[src/rtl/fp_align_shifter_pipe.sv]
// Pipelined mantissa alignment shifter. It right-shifts {hidden, mantissa, 3'b000} by the
// exponent difference (saturated at the vector width) and collects guard/round/sticky
// bits. The larger exponent travels alongside the operand.
// The log2 barrel is split across PIPE_STAGES register stages, with the higher shift bits
// handled first. Each stage has a valid/ready handshake, and empty stages fill while the
// output is stalled.
// Optional feature: define ALIGN_SHIFT_OVF_FLAG_EN to add shift_ovf_out. It flags operands
// whose shift amount was >= the vector width, meaning the operand went entirely into sticky.
module fp_align_shifter_pipe #(
  parameter int unsigned MENT_WIDTH  = 23,
  parameter int unsigned EXPO_WIDTH  = 8,
  parameter int unsigned PIPE_STAGES = 2
) (
  input  logic                  clk,
  input  logic                  rst,
  input  logic                  valid_in,
  output logic                  ready_in,
  input  logic [MENT_WIDTH-1:0] smaller_operand_in,
  input  logic                  hidden_bit_in,
  input  logic [EXPO_WIDTH-1:0] rshift_in,
  input  logic [EXPO_WIDTH-1:0] expo_in,
  output logic                  valid_out,
  input  logic                  ready_out,
  output logic [MENT_WIDTH:0]   smaller_operand_out,
  output logic                  guard_out,
  output logic                  round_out,
  output logic                  sticky_out,
  output logic [EXPO_WIDTH-1:0] expo_out
`ifdef ALIGN_SHIFT_OVF_FLAG_EN
  ,
  output logic                  shift_ovf_out
`endif
);

  localparam int unsigned W           = MENT_WIDTH + 4;
  localparam int unsigned NumLevels   = $clog2(W + 1);
  localparam int unsigned LvlPerStage = (NumLevels + PIPE_STAGES - 1) / PIPE_STAGES;
  // The last stage consumes its shift bits and does not register them.
  localparam int unsigned ShamtStages = (PIPE_STAGES > 1) ? PIPE_STAGES - 1 : 1;
  localparam int unsigned Last        = PIPE_STAGES - 1;

  // Input preparation: extended vector and saturated shift amount.
  logic [W-1:0]           ext_in;
  logic [31:0]            rshift_ext;
  logic [NumLevels-1:0]   shamt_in;

  assign ext_in     = {hidden_bit_in, smaller_operand_in, 3'b000};
  assign rshift_ext = 32'(rshift_in);
  assign shamt_in   = (rshift_ext >= 32'(W)) ? NumLevels'(W) : NumLevels'(rshift_ext);

  // Per-stage state and next-state.
  logic [PIPE_STAGES-1:0]                 valid_q;
  logic [PIPE_STAGES-1:0]                 load;
  logic [PIPE_STAGES-1:0]                 src_valid;
  logic [PIPE_STAGES-1:0]                 take;
  logic [PIPE_STAGES-1:0][W-1:0]          src_vec;
  logic [PIPE_STAGES-1:0][W-1:0]          vec_q;
  logic [PIPE_STAGES-1:0][W-1:0]          vec_d;
  logic [PIPE_STAGES-1:0]                 src_sticky;
  logic [PIPE_STAGES-1:0]                 sticky_q;
  logic [PIPE_STAGES-1:0]                 sticky_d;
  logic [PIPE_STAGES-1:0][NumLevels-1:0]  src_shamt;
  logic [ShamtStages-1:0][NumLevels-1:0]  shamt_q;
  logic [PIPE_STAGES-1:0][EXPO_WIDTH-1:0] src_expo;
  logic [PIPE_STAGES-1:0][EXPO_WIDTH-1:0] expo_q;
`ifdef ALIGN_SHIFT_OVF_FLAG_EN
  logic                                   ovf_in;
  logic [PIPE_STAGES-1:0]                 src_ovf;
  logic [PIPE_STAGES-1:0]                 ovf_q;

  assign ovf_in = (rshift_ext >= 32'(W));
`endif

  // Each stage reads the stage ahead of it, and stage 0 reads the input port.
  for (genvar k = 0; k < PIPE_STAGES; k++) begin : g_src
    if (k == 0) begin : g_first
      assign src_vec[k]    = ext_in;
      assign src_sticky[k] = 1'b0;
      assign src_shamt[k]  = shamt_in;
      assign src_expo[k]   = expo_in;
`ifdef ALIGN_SHIFT_OVF_FLAG_EN
      assign src_ovf[k]    = ovf_in;
`endif
    end else begin : g_next
      assign src_vec[k]    = vec_q[k-1];
      assign src_sticky[k] = sticky_q[k-1];
      assign src_shamt[k]  = shamt_q[k-1];
      assign src_expo[k]   = expo_q[k-1];
`ifdef ALIGN_SHIFT_OVF_FLAG_EN
      assign src_ovf[k]    = ovf_q[k-1];
`endif
    end
  end

  // Handshake: a stage loads when it is empty or when its content moves forward this cycle.
  always_comb begin
    logic downstream_ready;
    downstream_ready = ready_out;
    load             = '0;
    src_valid        = '0;
    for (int i = int'(Last); i >= 0; i--) begin
      load[i]          = ~valid_q[i] | downstream_ready;
      downstream_ready = ~valid_q[i] | downstream_ready;
    end
    src_valid[0] = valid_in;
    for (int i = 1; i < int'(PIPE_STAGES); i++) begin
      src_valid[i] = valid_q[i-1];
    end
    take = load & src_valid;
  end

  assign ready_in = load[0];

  // Barrel levels: shift bit b belongs to stage (NumLevels-1-b)/LvlPerStage.
  always_comb begin
    logic [W-1:0]   v;
    logic           st;
    logic [2*W-1:0] shifted;
    vec_d    = '0;
    sticky_d = '0;
    for (int k = 0; k < int'(PIPE_STAGES); k++) begin
      v       = src_vec[k];
      st      = src_sticky[k];
      shifted = '0;
      for (int b = int'(NumLevels) - 1; b >= 0; b--) begin
        if (((int'(NumLevels) - 1 - b) / int'(LvlPerStage)) == k && src_shamt[k][b]) begin
          // The low half of the widened vector holds exactly the bits shifted out.
          shifted = {v, {W{1'b0}}} >> (1 << b);
          v       = shifted[2*W-1:W];
          st      = st | (|shifted[W-1:0]);
        end
      end
      vec_d[k]    = v;
      sticky_d[k] = st;
    end
  end

  // Stage registers. Data loads only with a real operand, so outputs hold across bubbles.
  always_ff @(posedge clk) begin
    if (rst) begin
      valid_q  <= '0;
      vec_q    <= '0;
      sticky_q <= '0;
      shamt_q  <= '0;
      expo_q   <= '0;
`ifdef ALIGN_SHIFT_OVF_FLAG_EN
      ovf_q    <= '0;
`endif
    end else begin
      for (int i = 0; i < int'(PIPE_STAGES); i++) begin
        if (load[i]) begin
          valid_q[i] <= src_valid[i];
        end
        if (take[i]) begin
          vec_q[i]    <= vec_d[i];
          sticky_q[i] <= sticky_d[i];
          expo_q[i]   <= src_expo[i];
`ifdef ALIGN_SHIFT_OVF_FLAG_EN
          ovf_q[i]    <= src_ovf[i];
`endif
        end
      end
      for (int i = 0; i < int'(ShamtStages); i++) begin
        if (take[i]) begin
          shamt_q[i] <= src_shamt[i];
        end
      end
    end
  end

  assign valid_out           = valid_q[Last];
  assign smaller_operand_out = vec_q[Last][W-1:3];
  assign guard_out           = vec_q[Last][2];
  assign round_out           = vec_q[Last][1];
  assign sticky_out          = vec_q[Last][0] | sticky_q[Last];
  assign expo_out            = expo_q[Last];
`ifdef ALIGN_SHIFT_OVF_FLAG_EN
  assign shift_ovf_out       = ovf_q[Last];
`endif

endmodule

[config.mk]
export PLATFORM = sky130hd
export DESIGN_NAME = fp_align_shifter_pipe
export DESIGN_NICKNAME = d
export VERILOG_FILES = /design/src/rtl/fp_align_shifter_pipe.sv
export SDC_FILE = /design/constraint.sdc
export NUM_CORES = 1
export LEC_CHECK = 0
export ABC_AREA = 0
export BUFFER_PORTS_ARGS = -buffer_cell sky130_fd_sc_hd__buf_4
export CORE_AREA = 3 3 108 110
export DETAILED_ROUTE_END_ITERATION = 7
export DIE_AREA = 0 0 111 113
export GPL_TIMING_DRIVEN = 0
export HOLD_SLACK_MARGIN = 0.15
export PLACE_DENSITY_LB_ADDON = 0.05
export SLEW_MARGIN = 20
export SYNTH_ARGS = -nofsm -noshare
export SYNTH_HDL_FRONTEND = slang
export SYNTH_SLANG_ARGS = --single-unit
[constraint.sdc]
create_clock -name clk -period 2.4 [get_ports clk]
set_input_delay 0.48 -clock clk [delete_from_list [all_inputs] [get_ports clk]]
set_output_delay 0.48 -clock clk [all_outputs]
set_load 0.005 [all_outputs]
==> results of run 1 <==
## registers in the layout (all words and copies together), names as in the netlist
name,cells
src_vec,27
smaller_operand_out,24
expo_out,8
expo_q,8
shamt_q,2
sticky_q,2
valid_q,2
guard_out,1
round_out,1
vec_q,1
## path summary, 6_finish.rpt
path,startpoint,to,cells past startpoint
setup / recovery,rshift_in[6],src_vec[36],6
hold / removal,expo_in[2],expo_q[2],3
setup reg to reg,valid_q[1],expo_q[6],6
hold reg to reg,expo_q[5],expo_out[5],2
## power groups by stage
stage / registers [mW] / logic [mW] / clock network (mW)
finish: 1.32 / 0.445 / 1.10
global route: 1.33 / 0.489 / 1.19
CTS: 1.32 / 0.448 / 1.13
detailed placement: 1.35 / 0.446 / 0
global placement: 1.35 / 0.444 / 0
floorplan: 1.34 / 0.268 / 0
## area by class of cell
cell class	count	area, um^2	share of cell area
flip-flops and latches	76	1520	0.287
clock inverters	4	72.6	0.0137
repair buffers	79	593	0.112
clock buffers	11	151	0.0286
plain buffers	68	452	0.0853
multi-input cells	329	2300	0.435
inverters	6	22.5	0.00426
well taps	140	175	0.0331
## tightest hold or removal path: stages
cell and delay (ns):
buf_4 0.10, nand2_1 0.04, a21oi_1 0.05
## through the flow
stage	util	TNS, ns	hold slack [ns]
3_5_place_dp	0.470	-0.0929	0.443
2_1_floorplan	-	0	0.431
3_3_place_gp	0.470	-0.120	0.438
4_1_cts	0.490	0	0.352
6_report	0.490	0	0.372
5_1_grt	0.490	0	0.364
## Yosys cell counts (all sizes together), types with 2 or more instances
| cell type | n |
|---|---|
| nor2 | 20 |
| mux2i | 13 |
| nand2 | 92 |
| a211oi | 2 |
| or3 | 2 |
| or4b | 2 |
| a32o | 3 |
| o211ai | 2 |
| inv | 6 |
| mux4 | 22 |
| o32ai | 2 |
| dfxtp | 76 |
| a221oi | 3 |
| clkbuf | 25 |
| a22oi | 11 |
| a2bb2oi | 3 |
| o21ai | 8 |
| mux2 | 12 |
| nand3 | 11 |
| nand3b | 3 |
| buf | 41 |
| o2bb2ai | 9 |
| nor3 | 14 |
| o2111ai | 2 |
| a32oi | 7 |
| or4 | 2 |
| a21oi | 61 |
| nand2b | 2 |
| nor4 | 7 |
## cells by family after synthesis
kind of cell	share of synthesized area
flops	0.354
mux	0.177
buf+inv	0.110
compound gates	0.182
simple gates	0.177
## per-layer routing
metal	track usage	share of wire	vias to the layer above	wire length [um]
li1	-	-	1899	-
met1	0.288	0.46	1822	5920
met2	0.335	0.45	134	5770
met3	0.0412	0.060	22	762
met4	0.0747	0.024	0	306
met5	0	0	-	0
## placed cells by master, fill, tap and decap left out, types with 2 or more instances in the layout
master / Yosys / layout
a21oi_1: 61 / 61
a221oi_1: 3 / 3
a22oi_1: 11 / 11
a2bb2oi_1: 3 / 3
a32o_1: 3 / 3
a32oi_1: 7 / 7
buf_1: 2 / 2
buf_2: 5 / 5
buf_4: 32 / 111
buf_6: 2 / 2
bufinv_16: 0 / 2
clkbuf_1: 20 / 20
clkbuf_8: 4 / 15
dfxtp_1: 76 / 76
inv_1: 6 / 6
mux2_2: 12 / 12
mux2i_1: 13 / 13
mux4_2: 22 / 22
nand2_1: 91 / 91
nand2b_1: 2 / 2
nand3_1: 11 / 11
nand3b_1: 3 / 3
nor2_1: 20 / 20
nor3_1: 14 / 14
nor4_1: 5 / 5
nor4_4: 2 / 2
o2111ai_1: 2 / 2
o211ai_1: 2 / 2
o21ai_0: 8 / 8
o2bb2ai_1: 9 / 9
o32ai_1: 2 / 2
or4_1: 2 / 2
or4b_2: 2 / 2
==> run_results.csv, run 1 <==
group,metric,value,unit
critical_path,end_kind,"flip-flop",
sta,final.setup.worst_slack,0.359,ns
critical_path,cp.required,2.62,ns
placement,placed_cell_area,0.00507,mm^2
drt,route.detailed.drc,0,
power,p_leak,2.03,nW
final_layout,nets,613,
cts,clock_path_buffers,2,
synthesis,yosys_warnings,0,
placement,dpl.hpwl,9.91,mm
job,cap_violations,0,
sta,setup_viol,0,
cts,cts-hold-fix-buffers,0,
global_routing,grt_start_max_net_pins,13,
synthesis,synth_seq_cells,76,
critical_path,cp_slowest_cell,"nor4_1",
power,p_int,2.13,mW
global_routing,grt_util_all_layers,0.211,
sta,hold_viol,0,
cts,clockRootBuffer,"clkbuf_8",
synthesis,netlist_area,0.00430,mm^2
sta,fmax,0.490,GHz
drt,drt-initial-drc-count,207,
power,power,2.87,mW
power,power.density,541,mW/mm^2
sta,max_slew_margin,0.396,
critical_path,cp_cell_sequence,"buf_4 -> nor4_1 -> buf_2 -> mux2_2 -> a221oi_1 -> nor3_1",
sta,period_minus_slack,2.04,ns
power,ir_worst_vdd,0.261,mV
sta,slew_violations,0,
placement,dp.cells,698,
critical_path,crit_type,"in -> reg",
die,die-area,0.0125,mm^2
run_status,outcome,"completed",
cts,clock-sinks,76,
drt,totalWireLength,12.8,mm
synthesis,syn_area_per_cell,8.98,um^2
final_layout,n_antenna_cell,0,
global_routing,grt_pass1_vias,3871,
critical_path,r2r_slack,0.39,ns
sta,max_slew.worst_pin.slew,0.900,ns
cts,cts_buffers,9,
synthesis,synth_top_area_share,0.354,
die,start_util,0.398,
die,die_w,111,um
synthesis,synth_ff_type,"dfxtp_1",
cts,htree_levels,3,
cts,clock_latency,0.35,ns
placement,port_buffers,79,
die,ios,81,
synthesis,ys_async_sr_fraction,0,
sta,rsz0062_at_grt,"no",
critical_path,cpLargestDelayFamily,"simple AND/OR/NAND/NOR gates",
die,fp.dieH,113,um
drt,post_drt_wl_per_cell,17.9,um
synthesis,synth_nets,523,
drt,via_count,3877,
power,p_sw,0.739,mW
critical_path,critical_path_arrival,2.26,ns
synthesis,yosys.area.top_type,"dfxtp_1",
global_routing,grt-ovfl-total,0,
sta,skew,0.00880,ns
power,swShare,0.258,
final_layout,final_cell_count_no_fill,713,
synthesis,seq_area_frac_synth,0.354,
placement,gp_congestion,0.902,
cts,clk_pin_slew_worst_paths,0.07,ns
hold_path,hp-class,"in -> reg",
global_routing,antenna_found_initial,0,
final_layout,fillers,1083,
power,comb_power_share,0.155,
critical_path,path_max_fanout,10,
cts,cts_setup_buffers,0,
global_routing,grt_pass1_wl,21.0,mm
synthesis,synth_edf_count,0,
drt,antenna_left,0,
cts,tritoncts,"yes",
die,rows,38,
power,pwr-share-clk,0.384,
die,core_area,0.0108,mm^2
critical_path,cp.buffers_inverters,2,
critical_path,cp-start-kind,"input pin",
drt,dr.pass1.iters,4,
drt,viasPerCell,5.44,
final_layout,design_area,0.00529,mm^2
sta,fin_crit_sh,0.851,
final_layout,area_growth,23.1,%
synthesis,syn_inst,479,
critical_path,max_stage_delay,0.45,ns
synthesis,synth.distinct_cells,54,
final_layout,drive_gt1_frac,0.321,
cts,cts_resized,0,
synthesis,synth_area_leaders,"dfxtp_1 (35%), mux4_2 (12%), nand2_1 (7.9%)",
power,pwr-share-seq,0.461,
placement,post-place-ws,-0.0412,ns
Note: power is estimated with default switching activity, not from simulation.
==> run 2, diff against run 1 <==
--- a/config.mk
+++ b/config.mk
@@ -7,12 +7,11 @@
 export LEC_CHECK = 0
 export ABC_AREA = 0
 export BUFFER_PORTS_ARGS = -buffer_cell sky130_fd_sc_hd__buf_4
-export CORE_AREA = 3 3 108 110
+export CORE_AREA = 3 3 124 126
 export DETAILED_ROUTE_END_ITERATION = 7
-export DIE_AREA = 0 0 111 113
+export DIE_AREA = 0 0 127 129
 export GPL_TIMING_DRIVEN = 0
 export HOLD_SLACK_MARGIN = 0.15
-export PLACE_DENSITY_LB_ADDON = 0.05
 export SLEW_MARGIN = 20
 export SYNTH_ARGS = -nofsm -noshare
 export SYNTH_HDL_FRONTEND = slang
==> run 2 against run 1 <==
Compared with the run above:
- critical path depth is the same
- sequential share of layout area shrank 0.84 points
- clock-buffer cell count did not move
- largest cell class unchanged
- total power increased by 13%
- via count is 1.9% higher
- clock power up 34%
- routed wire length grew 3.3%
- critical path type unchanged
- first-iteration DRC count up 40%
- non-clock buffer count unchanged
- final cell count increased by 6.3%
- worst hold slack better by 0.026 ns
==> run_results.csv, run 2 (synthesized netlist as in run 1, its figures left out) <==
group,metric,value,unit
global_routing,grt_start_max_net_pins,14,
power,p_leak,2.07,nW
final_layout,fillers,1500,
cts,clock_latency,0.34,ns
final_layout,final_util,0.378,
final_layout,largest_register_ffs,27,
final_layout,nets,613,
cts,clk_pin_slew_worst_paths,0.06,ns
die,die_w,127,um
final_layout,final_cell_count_no_fill,758,
power,ir_worst_vdd,0.329,mV
sta,setup_viol,0,
sta,rsz0062_at_grt,"no",
cts,clock_path_buffers,2,
placement,port_buffers,79,
die,core_area,0.0144,mm^2
drt,drt-initial-drc-count,289,
placement,dp.cells,742,
final_layout,design_area,0.00545,mm^2
global_routing,grt_pass1_vias,3942,
global_routing,grt_pass1_wl,20.9,mm
drt,route.detailed.drc,0,
die,fp.dieH,129,um
sta,hold_viol,0,
critical_path,end_kind,"flip-flop",
sta,period_minus_slack,2.19,ns
final_layout,mostFrequentLayoutCell,"buf_4",
hold_path,hp-class,"in -> reg",
critical_path,path_max_fanout,10,
final_layout,n_antenna_cell,0,
drt,post_drt_wl_per_cell,17.4,um
placement,gp_congestion,0.937,
drt,totalWireLength,13.2,mm
drt,via_count,3951,
cts,cts_resized,0,
die,rows,44,
drt,dr.pass1.iters,5,
sta,holdWs,0.398,ns
run_status,outcome,"completed",
power,power.density,594,mW/mm^2
placement,dpl.hpwl,10.4,mm
final_layout,layout_common_cells,"buf_4 (111), nand2_1 (91), dfxtp_1 (76)",
placement,placed_cell_area,0.00512,mm^2
global_routing,grt-ovfl-total,0,
critical_path,cp.required,2.60,ns
cts,clock-sinks,76,
sta,fmax,0.456,GHz
cts,clockRootBuffer,"clkbuf_16",
cts,htree_levels,3,
sta,timing.setup.tns,0,ns
drt,viasPerCell,5.21,
drt,antenna_left,0,
final_layout,drive_gt1_frac,0.321,
final_layout,area_growth,26.8,%
sta,max_slew_margin,0.346,
global_routing,antenna_found_initial,0,
cts,cts_setup_buffers,0,
sta,slew_violations,0,
die,start_util,0.298,
sta,fin_crit_sh,0.914,
die,ios,81,
critical_path,crit_type,"in -> reg",
critical_path,critical_path_arrival,2.39,ns
die,die-area,0.0164,mm^2
global_routing,grt_util_all_layers,0.163,
job,cap_violations,0,
sta,max_slew.worst_pin.slew,0.974,ns
critical_path,cp-start-kind,"input pin",
cts,cts-hold-fix-buffers,0,
cts,cts_buffers,9,
sta,skew,0.00621,ns
cts,tritoncts,"yes",
## run 2: area by class of cell
| class | count | area, um^2 | share of cell area |
|---|---|---|---|
| multi-input combinational | 329 | 2300 | 0.423 |
| sequential | 76 | 1520 | 0.279 |
| timing repair buffer | 79 | 593 | 0.109 |
| buffer | 68 | 452 | 0.0829 |
| clock buffer | 11 | 243 | 0.0445 |
| tap | 184 | 230 | 0.0422 |
| clock inverter | 5 | 85.1 | 0.0156 |
| inverter | 6 | 22.5 | 0.00413 |
## run 2: worst max-delay path: stages
cell and delay, ns:
buf_4 0.13, nor4_1 0.52, buf_2 0.34, mux2_2 0.41
a221oi_1 0.41, nor3_1 0.10
## run 2: layer usage
layer | GRT usage | vias up | share of wire
li1 | - | 1902 | -
met1 | 0.214 | 1874 | 0.45
met2 | 0.261 | 151 | 0.46
met3 | 0.0357 | 24 | 0.061
met4 | 0.0656 | 0 | 0.028
met5 | 0 | - | 0
## run 2: report_power, final
group / total, mW / internal [mW] / switching [mW]
Clock: 1.47 / 0.942 / 0.524
Combinational: 0.447 / 0.197 / 0.250
Sequential: 1.32 / 1.30 / 0.0281
## run 2: stage by stage
stage,setup WS (ns),total power [mW]
floorplan,0.506,1.61
CTS,0.247,3.27
global placement,-0.0868,1.79
finish,0.207,3.24
detailed placement,-0.103,1.80
global route,0.112,3.36
## run 2: worst paths after layout
path / from / end / slack, ns / cells after the start
max: rshift_in[6] / src_vec[37] / 0.21 / 6
min: expo_in[0] / expo_q[0] / 0.40 / 3
max reg2reg: valid_q[1] / expo_q[6] / 0.41 / 6
min reg2reg: expo_q[4] / expo_out[4] / 0.45 / 2
==> run 3, diff against run 2 <==
--- a/config.mk
+++ b/config.mk
@@ -7,11 +7,12 @@
 export LEC_CHECK = 0
 export ABC_AREA = 0
 export BUFFER_PORTS_ARGS = -buffer_cell sky130_fd_sc_hd__buf_4
-export CORE_AREA = 3 3 124 126
+export CORE_AREA = 3 3 115 117
 export DETAILED_ROUTE_END_ITERATION = 7
-export DIE_AREA = 0 0 127 129
+export DIE_AREA = 0 0 118 120
 export GPL_TIMING_DRIVEN = 0
 export HOLD_SLACK_MARGIN = 0.15
+export RECOVER_POWER = 25
 export SLEW_MARGIN = 20
 export SYNTH_ARGS = -nofsm -noshare
 export SYNTH_HDL_FRONTEND = slang
==> run 3 against run 2 <==
Compared with the run above:
- global-route usage rose by 2.0 points
- total power shrank 7.6%
- largest power group is now registers
- highest routed layer unchanged
- worst hold slack improved by 0.0035 ns
- maximum frequency is 0.73% lower
- critical path depth unchanged
- critical endpoint is now src_vec[36]
- cell area decreased by 1.3%
- die area decreased by 14%
- sequential power is essentially flat
- non-clock buffer count unchanged
==> run_results.csv, run 3 (synthesized netlist as in run 1, its figures left out) <==
group,metric,value,unit
sta,slew_violations,0,
drt,route.detailed.drc,0,
drt,via_count,3901,
final_layout,area_growth,25.2,%
hold_path,hp-class,"in -> reg",
power,ir_worst_vdd,0.321,mV
drt,totalWireLength,12.8,mm
global_routing,antenna_found_initial,0,
global_routing,grt_pass1_vias,3898,
final_layout,largest_register_ffs,27,
sta,fin_crit_sh,0.920,
final_layout,layout_common_cells,"nand2_1 (91), buf_4 (84), dfxtp_1 (76)",
critical_path,cp_slowest_cell,"nor4_1",
die,rows,41,
critical_path,cpLargestDelayFamily,"simple AND/OR/NAND/NOR gates",
cts,htree_levels,3,
critical_path,cp_cell_sequence,"buf_4 -> nor4_1 -> buf_2 -> mux2_2 -> a221oi_1 -> nor3_1",
sta,max_slew.worst_pin.slew,1.09,ns
drt,post_drt_wl_per_cell,17.1,um
final_layout,fillers,1257,
placement,dpl.hpwl,10.0,mm
global_routing,grt-ovfl-total,0,
placement,gp_congestion,0.866,
critical_path,critical_path_arrival,2.41,ns
die,die-area,0.0142,mm^2
die,fp.dieH,120,um
drt,drt-initial-drc-count,168,
final_layout,final_cell_count_no_fill,747,
critical_path,cp.buffers_inverters,2,
sta,fmax,0.453,GHz
sta,rsz0062_at_grt,"no",
die,start_util,0.345,
sta,skew,0.00938,ns
drt,antenna_left,0,
cts,clk_pin_slew_worst_paths,0.06,ns
power,power.density,556,mW/mm^2
sta,timing.setup.tns,0,ns
global_routing,grt_util_all_layers,0.183,
cts,cts_setup_buffers,0,
placement,port_buffers,79,
run_status,outcome,"completed",
die,die_w,118,um
final_layout,nets,613,
global_routing,grt_pass1_wl,20.5,mm
critical_path,end_kind,"flip-flop",
die,ios,81,
cts,clockRootBuffer,"clkbuf_16",
critical_path,crit_type,"in -> reg",
critical_path,max_stage_delay,0.53,ns
placement,placed_cell_area,0.00511,mm^2
drt,viasPerCell,5.22,
cts,cts-hold-fix-buffers,0,
sta,setup_viol,0,
cts,tritoncts,"yes",
sta,holdWs,0.401,ns
cts,cts_buffers,9,
die,core_area,0.0125,mm^2
cts,clock-sinks,76,
final_layout,drive_gt1_frac,0.321,
global_routing,grt_start_max_net_pins,14,
job,cap_violations,0,
drt,dr.pass1.iters,4,
placement,dp.cells,730,
cts,clock_path_buffers,2,
critical_path,cp.required,2.60,ns
sta,hold_viol,0,
critical_path,cp-start-kind,"input pin",
sta,max_slew_margin,0.269,
sta,period_minus_slack,2.21,ns
power,p_leak,2.02,nW
final_layout,design_area,0.00538,mm^2
cts,clock_latency,0.34,ns
critical_path,path_max_fanout,10,
final_layout,mostFrequentLayoutCell,"nand2_1",
## run 3: changes by cell type in the layout (fill, tap and decap cells not counted), sizes merged
cell      delta
buf         -27
clkinvlp     +3
diode        +1
clkbuf      +26
bufinv       -2
## run 3: worst register-to-register path, cell delays in order (launching register included)
cell and delay, ns:
dfxtp_1 0.32, and3b_2 0.21, clkbuf_2 0.18, nor2_1 0.47, clkbuf_1 0.46, nand2_1 0.10, a21oi_1 0.15
## run 3: area by class of cell
type / instances / area (um^2) / share of cell area
Multi-Input combinational cell: 329 / 2310 / 0.429
Sequential cell: 76 / 1520 / 0.283
Timing Repair Buffer: 79 / 589 / 0.109
Buffer: 68 / 442 / 0.0821
Clock buffer: 10 / 239 / 0.0444
Tap cell: 172 / 215 / 0.0400
Clock inverter: 6 / 40.0 / 0.00744
Inverter: 6 / 22.5 / 0.00418
Antenna cell: 1 / 2.50 / 0.000465
## run 3: worst paths after layout
kind                           start                       to  slack, ns  cells after the start
max reg2reg               valid_q[1]                expo_q[2]       0.43                      6
min                       expo_in[0]                expo_q[0]       0.40                      3
max                     rshift_in[6]              src_vec[36]       0.19                      6
min reg2reg  smaller_operand_out[12]  smaller_operand_out[12]       0.45                      2
## run 3: where the power goes
group / internal [mW] / leakage, nW / switching [mW]
clock: 0.723 / 0.127 / 0.506
combinational: 0.194 / 1.28 / 0.247
sequential: 1.30 / 0.617 / 0.0268
## run 3: stage by stage
stage | utilization | worst slack, ns | power, mW
after global routing | 0.432 | 0.0245 | 3.11
after global placement | 0.410 | -0.116 | 1.79
after detailed placement | 0.410 | -0.155 | 1.79
after CTS | 0.432 | 0.185 | 3.02
final | 0.432 | 0.191 | 2.99
after floorplan | - | 0.506 | 1.61
## run 3: timing repair
item,CTS,global route
endpoints found under the setup margin,0,1
hold endpoints to repair,0,0
gates resized for setup,0,1
## run 3: metal layers
layer	vias up	share of wire	GRT usage
li1	1902	-	-
met1	1845	0.43	0.232
met2	139	0.47	0.303
met3	15	0.074	0.0438
met4	0	0.020	0.0681
met5	-	0	0
